$ cat src/rtl/led_blink_bank.sv
// Bank of NCH independent LED channels (OFF / ON / BLINK / ONESHOT) configured over a valid/ready port.
// Optional per-channel brightness gating is compiled in with LED_PWM_EN.
module led_blink_bank #(
  parameter int          NCH      = 4,
  parameter int          CNT_W    = 28,
  parameter int unsigned HALF_RST = 50000000,
  localparam int         CH_W     = (NCH > 1) ? $clog2(NCH) : 1
) (
  input  logic             sys_clk,
  input  logic             sys_rst,
  input  logic             cfg_valid,
  output logic             cfg_ready,
  input  logic [CH_W-1:0]  cfg_ch,
  input  logic [1:0]       cfg_mode,
  input  logic [CNT_W-1:0] cfg_half,
`ifdef LED_PWM_EN
  input  logic [7:0]       cfg_duty,
`endif
  output logic [NCH-1:0]   led,
  output logic [NCH-1:0]   tick
);

  typedef enum logic [1:0] {
    MODE_OFF     = 2'b00,
    MODE_ON      = 2'b01,
    MODE_BLINK   = 2'b10,
    MODE_ONESHOT = 2'b11
  } mode_e;

  localparam logic [CNT_W-1:0] ONE       = CNT_W'(1);
  localparam logic [CNT_W-1:0] HALF_INIT = (HALF_RST == 0) ? ONE : CNT_W'(HALF_RST);

  mode_e            mode_q [NCH];
  mode_e            mode_d [NCH];
  logic [CNT_W-1:0] half_q [NCH];
  logic [CNT_W-1:0] half_d [NCH];
  logic [CNT_W-1:0] cnt_q  [NCH];
  logic [CNT_W-1:0] cnt_d  [NCH];
  logic [NCH-1:0]   state_q, state_d;
  logic [NCH-1:0]   tick_d, led_d;
  logic             ready_q, ready_d;
  logic             accept;

`ifdef LED_PWM_EN
  logic [7:0] pwm_q, pwm_d;
  logic [7:0] duty_q [NCH];
  logic [7:0] duty_d [NCH];
`endif

  assign cfg_ready = ready_q;

  always_comb begin
    accept  = ready_q && cfg_valid;
    ready_d = !accept;
    state_d = state_q;
    tick_d  = '0;
    led_d   = '0;
`ifdef LED_PWM_EN
    pwm_d = pwm_q + 8'd1;
`endif
    for (int i = 0; i < NCH; i++) begin
      mode_d[i] = mode_q[i];
      half_d[i] = half_q[i];
      cnt_d[i]  = cnt_q[i];
`ifdef LED_PWM_EN
      duty_d[i] = duty_q[i];
`endif
      // A config landing on the terminal cycle takes priority over the toggle.
      if (accept && (int'(cfg_ch) == i)) begin
        mode_d[i]  = mode_e'(cfg_mode);
        half_d[i]  = (cfg_half == '0) ? ONE : cfg_half;
        cnt_d[i]   = '0;
        state_d[i] = cfg_mode[0];
`ifdef LED_PWM_EN
        duty_d[i]  = cfg_duty;
`endif
      end else begin
        case (mode_q[i])
          MODE_OFF: begin
            cnt_d[i]   = '0;
            state_d[i] = 1'b0;
          end
          MODE_ON: begin
            cnt_d[i]   = '0;
            state_d[i] = 1'b1;
          end
          MODE_BLINK: begin
            if (cnt_q[i] == half_q[i] - ONE) begin
              cnt_d[i]   = '0;
              state_d[i] = !state_q[i];
              tick_d[i]  = 1'b1;
            end else begin
              cnt_d[i] = cnt_q[i] + ONE;
            end
          end
          default: begin
            if (cnt_q[i] == half_q[i] - ONE) begin
              cnt_d[i]   = '0;
              state_d[i] = 1'b0;
              mode_d[i]  = MODE_OFF;
              tick_d[i]  = 1'b1;
            end else begin
              cnt_d[i] = cnt_q[i] + ONE;
            end
          end
        endcase
      end
`ifdef LED_PWM_EN
      led_d[i] = state_d[i] && (pwm_q < duty_d[i]);
`else
      led_d[i] = state_d[i];
`endif
    end
  end

  always_ff @(posedge sys_clk or posedge sys_rst) begin
    if (sys_rst) begin
      ready_q <= 1'b0;
      state_q <= '0;
      led     <= '0;
      tick    <= '0;
      for (int i = 0; i < NCH; i++) begin
        mode_q[i] <= MODE_BLINK;
        half_q[i] <= HALF_INIT;
        cnt_q[i]  <= '0;
`ifdef LED_PWM_EN
        duty_q[i] <= 8'hFF;
`endif
      end
`ifdef LED_PWM_EN
      pwm_q <= 8'd0;
`endif
    end else begin
      ready_q <= ready_d;
      state_q <= state_d;
      led     <= led_d;
      tick    <= tick_d;
      for (int i = 0; i < NCH; i++) begin
        mode_q[i] <= mode_d[i];
        half_q[i] <= half_d[i];
        cnt_q[i]  <= cnt_d[i];
`ifdef LED_PWM_EN
        duty_q[i] <= duty_d[i];
`endif
      end
`ifdef LED_PWM_EN
      pwm_q <= pwm_d;
`endif
    end
  end

endmodule

$ cat config.mk
export PLATFORM = sky130hd
export DESIGN_NAME = led_blink_bank
export DESIGN_NICKNAME = d
export VERILOG_FILES = /design/src/rtl/led_blink_bank.sv
export SDC_FILE = /design/constraint.sdc
export NUM_CORES = 1
export LEC_CHECK = 0
export CAP_MARGIN = 20
export CORE_UTILIZATION = 35
export DETAILED_ROUTE_END_ITERATION = 12
export SETUP_SLACK_MARGIN = 0.2
export SYNTH_ARGS = -nofsm -noshare
export SYNTH_HDL_FRONTEND = slang
export SYNTH_SLANG_ARGS = --single-unit
$ cat constraint.sdc
create_clock -name sys_clk -period 7.9 [get_ports sys_clk]
set_input_delay 1.185 -clock sys_clk [delete_from_list [all_inputs] [get_ports sys_clk]]
set_output_delay 1.185 -clock sys_clk [all_outputs]
set_load 0.005 [all_outputs]
# --- After elaboration in Yosys (flattened, before gate mapping) ---
# Index checks and enable logic that the tools add are counted.
word_totals:
  register_bits: 241
  input_bits: 35
classes:
  n_addsub: 8
  eq_ne: 23
  mux: 53
  reduce_logical: 40
op_table:
  columns: ["operator", "n"]
  rows:
  - ["2-to-1 mux 28 bit", 13]
  - ["adder 28 x 1 -> 28 bit, second input constant", 4]
  - ["equality test 28 bit", 4]
  - ["subtractor 28 x 1 -> 28 bit, second input constant", 4]
  - ["logical NOT 28 bit", 1]
  - ["2-to-1 mux 1 bit", 24]
  - ["2-to-1 mux 2 bit", 12]
  - ["AND reduction 2 bit", 8]
  - ["nonzero test 4 bit", 4]
  - ["equality test 2 bit, second input constant", 6]
  - ["!= test 3 bit, second input constant", 4]
  - ["one-hot mux 1 bit (3 select lines)", 4]
  - ["OR reduction 3 bit", 4]
  - ["equality test 2 x 1 -> 1 bit, second input constant", 5]
  - ["logical NOT 2 bit", 5]
  - ["!= test 2 x 1 -> 1 bit, second input constant", 4]
  - ["nonzero test 2 bit", 4]
  - ["OR reduction 2 bit", 4]
  - ["logical AND 1 bit", 5]
  - ["logical NOT 1 bit", 5]

# --- Depth between registers and ports, before layout ---
# Gate-level depths: netlist (run 1).
logic_depth:
  depth_word: 5
  mapped_depth: 13
  mapped_depth_nobuf: 11

# --- Worst setup path before layout (run 1) ---
# No wires, ideal clock.
synth_path:
  path_kind: "reg-to-reg"
  start: "reg half_q[28] (netlist name)"
  end: "reg cnt_q[48] (netlist name)"
  setup_time_ns: 0.119
  arrival_ns: 3.100
  slack_ns: 4.682
  path_stages_with_launch: 14
  path_buffers: 2
  path_cell_list: "dfrtp_1 -> inv_1 -> ha_1 -> or4b_2 -> or4_1 -> buf_2 -> nor4_1 -> xnor2_1 -> nand4_1 -> nor4_1 -> nand4_2 -> nand3_2 -> buf_4 -> nor2_1"
synth_lines:
  columns: ["item", "line_no", "text"]
  rows:
  - ["start: declaration", "35", "logic [CNT_W-1:0] half_q [NCH];"]
  - ["start signal: indexed assignment", "140", "half_q[i] <= half_d[i];"]
  - ["end signal: indexed assignment", "141", "cnt_q[i] <= cnt_d[i];"]
  - ["end: declaration", "37", "logic [CNT_W-1:0] cnt_q [NCH];"]

==> results of run 1 <==
## area by class of cell
class,instances,area (sq um)
Timing Repair Buffer,52,510.5
Tap cell,525,656.9
Sequential cell,241,6096
Clock inverter,16,220.2
Fill cell,3947,23800
Inverter,38,146.4
Clock buffer,34,752.0
Multi-Input combinational cell,1260,7737
## metal layers
| metal | part of all wire (%) | routed length (um) |
|---|---|---|
| met1 | 47 | 16740 |
| met2 | 46 | 16470 |
| met3 | 3.2 | 1157 |
| met4 | 3.5 | 1252 |
| met5 | 0 | 0 |
## power by group
| part | total [mW] | internal (mW) | switching [mW] |
|---|---|---|---|
| sequential | 1.67 | 1.43 | 0.237 |
| combinational | 0.845 | 0.378 | 0.468 |
| clock | 1.36 | 0.837 | 0.522 |
| total | 3.87 | 2.65 | 1.23 |
## logic make-up (layout without fill, tap and decap cells)
logic type / after synthesis / in the layout
mux: 40 / 40
flops: 241 / 241
buf+inv: 96 / 140
compound gates: 136 / 136
xor+xnor: 251 / 251
fa+ha+maj: 24 / 24
simple gates: 809 / 809
## state kept, by name, indices dropped and copies added, names as in the netlist
signal and flops:
tick 4, cnt_q 112, half_q 112, cfg_ready 1, state_q 4, mode_q 8
## Yosys cell counts, drive strengths merged, types with 4 or more instances
| cell type | n | area [sq um] |
|---|---|---|
| nand2 | 299 | 1122 |
| dfrtp | 189 | 4730 |
| nor2 | 184 | 690.7 |
| xor2 | 132 | 1156 |
| xnor2 | 118 | 1033 |
| nand3 | 64 | 330.3 |
| dfstp | 52 | 1366 |
| nor4 | 51 | 346.6 |
| clkbuf | 49 | 183.9 |
| nor3 | 46 | 235.2 |
| o21ai | 43 | 215.2 |
| inv | 38 | 142.6 |
| nand4 | 34 | 219.0 |
| mux2 | 28 | 315.3 |
| and3 | 26 | 162.7 |
| ha | 24 | 300.3 |
| a21oi | 21 | 105.1 |
| or4 | 17 | 131.4 |
| mux2i | 11 | 110.1 |
| nand2b | 11 | 68.82 |
| and2 | 10 | 62.56 |
| or3 | 10 | 62.56 |
| and4 | 9 | 78.83 |
| buf | 9 | 65.06 |
| nor2b | 9 | 56.30 |
| nor3b | 9 | 67.56 |
| a31oi | 7 | 43.79 |
| nand3b | 7 | 52.55 |
| o211ai | 7 | 57.55 |
| o22ai | 7 | 43.79 |
| a211oi | 6 | 45.04 |
| nand4b | 6 | 52.55 |
| or3b | 6 | 52.55 |
| or2 | 5 | 31.28 |
| a22oi | 4 | 30.03 |
| or4b | 4 | 40.04 |
## critical path, delay by kind of cell, from the launching register on
family	cells	cell delay, ns
xor gates and xnor gates	1	0.18
adders and majority gates	1	0.28
buffers and inverters	1	0.08
DFF	1	0.45
and+or+nand+nor	8	2.86
## through the flow
stage | power (mW) | instance area, sq um | util, % | hold slack (ns) | instances
after global routing | 4.107 | 16120 | 40.38 | 0.5040 | 2166
final | 3.873 | 16120 | 40.38 | 0.4844 | 2166
after floorplan | 2.276 | 14220 | - | 0.4498 | 1597
after global placement | 2.513 | 15150 | 37.95 | 0.4675 | 2116
after CTS | 3.918 | 16120 | 40.38 | 0.4863 | 2166
after detailed placement | 2.531 | 15150 | 37.95 | 0.4758 | 2116
## how the worst min path moves through the flow
stage	start	endpoint	cells after the start
2_1_floorplan	half_q[23]	half_q[23]	2
3_3_place_gp	half_q[73]	half_q[73]	2
3_5_place_dp	half_q[78]	half_q[78]	2
4_1_cts	half_q[78]	half_q[78]	2
5_1_grt	half_q[14]	half_q[14]	2
6_report	half_q[78]	half_q[78]	2
==> qor.txt, run 1 <==
Ys Warns - 0
Worst Setup Slack, final - 3.904 ns
CTS hold repair buffers - 0
Initial Util - 35.63%
Most common cell after layout, fill and taps aside - nand2_1
Mapped Cells - 1597
Die footprint - 0.04144 sq mm
First-pass GRT wire length - 57990 um
Pre-CTS setup slack - 3.879 ns
Compound-Gate Fraction of Synth Area - 6.265%
Net Count, Synth - 1656
CP Max Fanout - 28
WP data required - 8.32 ns
CTS buffer count - 27
Initial DRC Count - 685
Max-slew violations - 0
Nets - 1679
Worst r2r dst - cnt_q[40]
DR pass1 iterations - 6
Reg2reg start - half_q[28]
Combinational family with the most area after synthesis - simple AND/OR/NAND/NOR gates
Number of gates resized after CTS - 0
CP startpoint - half_q[28]
GRT overflow - 0
Share of layout cells above drive strength 1 - 9.750%
Clock transition at path regs - 0.06 ns
ANT cells - 0
PortBufs - 43
TNS Setup - 0 ns
Asr flop ratio synth - 100.0%
TritonCTS sink count - 241
Vias per cell - 5.164
CTS tree - yes
Synth Area in Simple Gates - 27.29%
CP max stage delay - 0.61 ns
Vias in the first global route - 10700
Yosys reg bits - 241
Post-route minimum period - 3.996 ns
Syn Std Cell Area - 0.01422 sq mm
Post-Synth Adder-Cell Area - 2.112%
Slowest cell on the critical path - or4b_2
Crit path to - cnt_q[40]
Num ports - 44
P&R area growth vs syn - 13.36%
Post-route DRC violation count - 0
Period utilization - 50.58%
Multiplexer area fraction after synthesis - 3.150%
Clock buffer depth - 3
Commonest cells after routing, fill and taps aside - 299 x nand2_1, 189 x dfrtp_1, 184 x nor2_1, 132 x xor2_1, 118 x xnor2_1
Final Hold Fails - 0
Clk_skew - 0.01187 ns
Pin count of the biggest net entering global routing - 140
Core ar. - 0.03991 sq mm
WL/cell - 16.44 um
R2R setup slack - 3.90 ns
Worst-path cell chain - inv_1 > ha_1 > or4b_2 > or4_1 > nor4_1 > xnor2_1 > nand4_1 > nor4_1 > nand4_2 > nand3_2 > nor2_1
Pwr/cell area - 240.2 mW/mm^2
RSZ-0062 raised after global routing - no
Final ANT Viol Nets - 0
Status - completed
Slew @ Worst Pin - 0.9456 ns
Postcts setup bufs - 0
Worst slew margin - 36.96%
Post-synth EDFFs - 0
Final setup fails - 0
Met2 global-route usage - 28.45%
VDD IR max - 174.4 uV
Initial antenna violation count - 0
LEAKAGE - 6.730 nW
Max-cap viol count - 0
Via count - 11190
GP Congestion - 0.8752
Root buffer cell - clkbuf_16
Max Clk Rate - 0.2502 GHz
HP Class - reg -> reg
Clock latency on the worst-skew pair - 0.56 ns
Routed WL - 35620 um
R2r worst-path depth - 11
Met3 global-route usage - 1.918%
Row cnt - 73
CP Capture Type - flip-flop
Overall Global Routing Usage - 17.50%
Crit path launch type - flip-flop
Part of the Yosys area used for sequential elements - 42.87%
Syn avg cell area - 8.904 sq um
Detailed Place HPWL - 25590 um
Post-synth top flop - dfrtp_1
Die width - 203.6 um
CP arrival - 4.41 ns
Distinct cells, synth - 76
Gr busiest metal - met2
CTS H-Tree Depth - 1
Chip Height - 203.6 um
GR Util met1 - 23.70%
Synth Area in XOR/XNOR - 15.56%
Worst setup path category - reg -> reg
Most frequent CP cell - nor4_1
(Power assumes the default switching activity.)
==> inputs of run 2 (changes only) <==
==> constraint.sdc (replaced) <==
create_clock -name sys_clk -period 3.7 [get_ports sys_clk]
set_input_delay 0.555 -clock sys_clk [delete_from_list [all_inputs] [get_ports sys_clk]]
set_output_delay 0.555 -clock sys_clk [all_outputs]
set_load 0.005 [all_outputs]
==> run 2 against run 1 <==
- register-to-register slack got worse by 3.5 ns
- routed wire length up 1.9%
- worst setup slack lost 3.5 ns
- critical path type unchanged
==> qor.txt, run 2 (synthesis gave the netlist of run 1 again) <==
Share of layout cells above drive strength 1 - 12.03%
Combinational share of power - 23.3%
Max-slew violations - 0
Clk_skew - 0.007598 ns
CTS tree - yes
CP Max Fanout - 28
TNS Setup - 0 ns
Overall Global Routing Usage - 17.73%
R2R setup slack - 0.37 ns
RSZ-0062 raised after global routing - no
Worst setup path category - reg -> reg
Max-cap viol count - 0
Sequential Area - 0.006096 sq mm
Pwr/cell area - 505.0 mW/mm^2
Commonest cells after routing, fill and taps aside - 299 x nand2_1, 189 x dfrtp_1, 184 x nor2_1, 132 x xor2_1, 118 x xnor2_1
Clock latency on the worst-skew pair - 0.56 ns
Initial DRC Count - 594
Status - completed
Clock transition at path regs - 0.06 ns
Placed Cells - 2147
Routed WL - 36310 um
Post-route minimum period - 3.329 ns
Post-route DRC violation count - 0
Most common cell after layout, fill and taps aside - nand2_1
Vias in the first global route - 11020
Worst slew margin - 46.61%
Power Internal - 5.621 mW
Clock Power Share - 33.7%
Sequential Power Share - 43.0%
CTS H-Tree Depth - 1
Slew @ Worst Pin - 0.7935 ns
Net Sw Power - 2.678 mW
PortBufs - 43
Postcts setup bufs - 0
Final Hold Fails - 0
Chip Height - 203.6 um
WP data required - 4.14 ns
Met3 global-route usage - 2.173%
Core ar. - 0.03991 sq mm
Die footprint - 0.04144 sq mm
DR pass1 iterations - 5
P&R area growth vs syn - 15.57%
LEAKAGE - 6.893 nW
TritonCTS sink count - 241
Initial Util - 35.63%
First-pass GRT wire length - 59070 um
Multi-input gate area - 0.007796 sq mm
Final ANT Viol Nets - 0
Biggest regs - cnt_q x112, half_q x112, mode_q x8
Clock buffer depth - 3
Finished Layout Cells - 2197
WL/cell - 16.53 um
Fillcell total - 3916
Detailed Place HPWL - 25830 um
Nets - 1710
Vias per cell - 5.204
GR Util met1 - 24.34%
Pin count of the biggest net entering global routing - 122
GP Congestion - 0.8687
Final setup fails - 0
HP Class - reg -> reg
Root buffer cell - clkbuf_16
Sw frac - 32.27%
GRT overflow - 0
CP arrival - 3.77 ns
Met2 global-route usage - 27.96%
Die width - 203.6 um
Period utilization - 89.98%
Num ports - 44
Gr busiest metal - met2
VDD IR max - 330.9 uV
Initial antenna violation count - 1
CP Capture Type - flip-flop
Row cnt - 73
Via count - 11430
CTS buffer count - 27
Max Clk Rate - 0.3004 GHz
Crit path launch type - flip-flop
## run 2: layout make-up
type,count,share of cell area [%]
multi-input combinational,1260,47.44
inverter,38,0.8908
tap,525,3.997
sequential,241,37.09
antenna,1,0.01523
clock inverter,13,0.7842
timing repair buffer,83,4.903
clock buffer,36,4.873
## run 2: path summary, 6_finish.rpt
check,from,to,cells past startpoint
worst min register to register,half_q[17],half_q[17],2
worst max register to register,half_q[56],cnt_q[61],9
worst min-delay path,half_q[17],half_q[17],2
worst max-delay path,half_q[56],cnt_q[61],9
min in group asynchronous,sys_rst,tick[0],3
max in group asynchronous,sys_rst,cnt_q[29],3
## run 2: power groups by stage
stage | clock, mW | combinational, mW | sequential [mW]
CTS | 2.88 | 1.93 | 3.55
global placement | 0 | 1.88 | 3.58
finish | 2.80 | 1.93 | 3.57
floorplan | 0 | 1.45 | 3.41
global route | 2.99 | 2.16 | 3.63
detailed placement | 0 | 1.92 | 3.59
## run 2: what timing repair did
action,4_1_cts,5_1_grt
endpoints found under the setup margin,0,111
resized for setup,0,11
hold buffers,0,0
## run 2: worst max-delay path: stages (launching register included)
cell and delay [ns]:
dfrtp_1 0.45, or4_1 0.60, or4b_2 0.68, a311oi_2 0.36, o21ai_1 0.11, nor4_1 0.37
nand4_1 0.24, nand3_2 0.15, buf_12 0.17, nor2_1 0.07
## run 2: through the flow
| step | worst slack, ns | instance area (sq um) | hold WS [ns] | utilization [%] | power (mW) |
|---|---|---|---|---|---|
| 2_1_floorplan | 0.02564 | 14220 | 0.4498 | - | 4.859 |
| 3_3_place_gp | 0.2897 | 15440 | 0.4703 | 38.69 | 5.464 |
| 3_5_place_dp | 0.2595 | 15440 | 0.4796 | 38.69 | 5.514 |
| 4_1_cts | 0.2381 | 16370 | 0.4870 | 41.02 | 8.363 |
| 5_1_grt | 0.2114 | 16430 | 0.4968 | 41.17 | 8.782 |
| 6_report | 0.3707 | 16430 | 0.4809 | 41.17 | 8.299 |
## run 2: per-layer routing
metal / vias up / part of all wire (%)
li1: 5575 / -
met1: 5579 / 47
met2: 205 / 45
met3: 74 / 3.8
met4: 0 / 4.0
met5: - / 0
==> inputs of run 3 (changes only) <==
--- a/config.mk
+++ b/config.mk
@@ -8,7 +8,7 @@
 export CAP_MARGIN = 20
 export CORE_UTILIZATION = 35
 export DETAILED_ROUTE_END_ITERATION = 12
-export SETUP_SLACK_MARGIN = 0.2
+export MAX_ROUTING_LAYER = met4
 export SYNTH_ARGS = -nofsm -noshare
 export SYNTH_HDL_FRONTEND = slang
 export SYNTH_SLANG_ARGS = --single-unit
==> run 3 against run 2 <==
- global-route usage rose by 0.65 points
- power fell by 0.26%
- critical endpoint is now cnt_q[63]
- core utilization grew 0.18 points
- sequential power barely moved
- maximum frequency down 4.7%
- cell area increased by 0.44%
- clock skew increased by 0.011 ns
- count of clock-buffer cells in the layout unchanged
==> qor.txt, run 3 (synthesis gave the netlist of run 1 again) <==
Clock latency on the worst-skew pair - 0.56 ns
TritonCTS sink count - 241
Gr busiest metal - met2
Final setup fails - 0
Routed WL - 36520 um
Met2 global-route usage - 29.00%
Met3 global-route usage - 2.061%
Vias per cell - 5.151
RSZ-0062 raised after global routing - no
Worst r2r dst - cnt_q[63]
GP Congestion - 0.8598
Max-slew violations - 0
Final ANT Viol Nets - 0
Clock Power Share - 33.4%
Clock buffer depth - 3
Crit path launch type - flip-flop
ANT cells - 0
R2R setup slack - 0.21 ns
Slew @ Worst Pin - 0.8468 ns
Die footprint - 0.04144 sq mm
Detailed Place HPWL - 26550 um
Fillcell total - 3876
Row cnt - 73
Initial antenna violation count - 0
Max Clk Rate - 0.2861 GHz
Sw frac - 32.05%
Commonest cells after routing, fill and taps aside - 299 x nand2_1, 189 x dfrtp_1, 184 x nor2_1, 132 x xor2_1, 118 x xnor2_1
Post-route minimum period - 3.495 ns
WP data required - 4.15 ns
Biggest regs - cnt_q x112, half_q x112, mode_q x8
Combinational share of power - 23.6%
Finished Layout Cells - 2209
Initial DRC Count - 681
CP arrival - 3.94 ns
Post-route DRC violation count - 0
Die width - 203.6 um
Sequential Area - 0.006096 sq mm
Pwr/cell area - 501.4 mW/mm^2
Status - completed
Clock transition at path regs - 0.06 ns
Final Hold Fails - 0
CTS tree - yes
Most common cell after layout, fill and taps aside - nand2_1
CP Max Fanout - 28
CTS H-Tree Depth - 1
Nets - 1722
GRT overflow - 0
R2r worst-path depth - 9
Overall Global Routing Usage - 18.38%
CP Capture Type - flip-flop
PortBufs - 43
Share of layout cells above drive strength 1 - 12.05%
Placed Cells - 2158
HP Class - in -> async
TNS Setup - 0 ns
Period utilization - 94.45%
VDD IR max - 340.2 uV
Max-cap viol count - 0
CTS buffer count - 27
Core ar. - 0.03991 sq mm
Worst slew margin - 43.03%
LEAKAGE - 6.969 nW
Sequential Power Share - 43.0%
P&R area growth vs syn - 16.08%
Reg2reg start - half_q[56]
Clk_skew - 0.01908 ns
Via count - 11380
Worst setup path category - reg -> reg
Power Internal - 5.624 mW
Num ports - 44
Vias in the first global route - 11120
Multi-input gate area - 0.007749 sq mm
Initial Util - 35.63%
First-pass GRT wire length - 59170 um
Chip Height - 203.6 um
Pin count of the biggest net entering global routing - 45
Postcts setup bufs - 0
WL/cell - 16.53 um
Net Sw Power - 2.653 mW
GR Util met1 - 24.33%
Root buffer cell - clkbuf_16
DR pass1 iterations - 5
-- run 3: cell types whose count changed in the layout (fill, tap and decap cells not counted), moves of 2 or more --
cell | previous run | this run
buf_12 | 6 | 10
buf_4 | 34 | 42
clkbuf_1 | 1 | 4
clkbuf_8 | 7 | 5
clkinv_2 | 6 | 9
clkinvlp_4 | 5 | 1
nor4_1 | 44 | 47
nor4_2 | 6 | 3
or4_1 | 13 | 16
or4_4 | 4 | 1
-- run 3: power groups by stage --
stage          Combinational, mW  Clock, mW  Sequential (mW)
2_1_floorplan               1.45          0             3.41
3_3_place_gp                1.92          0             3.58
3_5_place_dp                1.95          0             3.59
4_1_cts                     1.96       2.85             3.55
5_1_grt                     2.19       2.93             3.62
6_report                    1.95       2.77             3.56
-- run 3: worst max path at each step --
stage | from | end
final | half_q[56] | cnt_q[63]
after global routing | half_q[84] | cnt_q[89]
after CTS | half_q[56] | cnt_q[65]
after detailed placement | half_q[56] | cnt_q[65]
after global placement | half_q[56] | cnt_q[60]
after floorplan | sys_rst | cfg_ready
-- run 3: area by class of cell --
type	count	area share, %
Multi-Input combinational cell	1260	46.95
Sequential cell	241	36.93
Timing Repair Buffer	95	5.731
Clock buffer	36	4.601
Tap cell	525	3.980
Clock inverter	14	0.9248
Inverter	38	0.8869
-- run 3: worst max-delay path, stage by stage, from the launching register on --
cell and delay [ns]:
dfrtp_1 0.46, or4_1 0.61, or4b_2 0.68, a311oi_1 0.35, o21ai_1 0.12, nor4_1 0.43
nand4_1 0.28, nand3_2 0.18, buf_12 0.18, nor2_1 0.08
-- run 3: layer usage --
layer | part of all wire (%) | wire length (um) | up-vias
li1 | - | - | 5598
met1 | 47 | 17020 | 5501
met2 | 46 | 16900 | 197
met3 | 3.7 | 1347 | 83
met4 | 3.4 | 1250 | 0
met5 | 0 | 0 | -
-- run 3: repair_timing --
action	4_1_cts	5_1_grt
hold buffers	0	0
setup endpoints to repair	0	28
resized for setup	0	2
-- run 3: through the flow --
stage | setup WS (ns) | hold WS [ns] | cell area (sq um) | utilization, % | power, mW
after floorplan | 0.02564 | 0.4498 | 14220 | - | 4.859
after global placement | 0.2401 | 0.4697 | 15560 | 38.99 | 5.498
after detailed placement | 0.2237 | 0.4704 | 15560 | 38.99 | 5.543
after CTS | 0.2062 | 0.4789 | 16470 | 41.27 | 8.361
after global routing | 0.02918 | 0.4823 | 16510 | 41.35 | 8.751
final | 0.2053 | 0.4757 | 16510 | 41.35 | 8.277
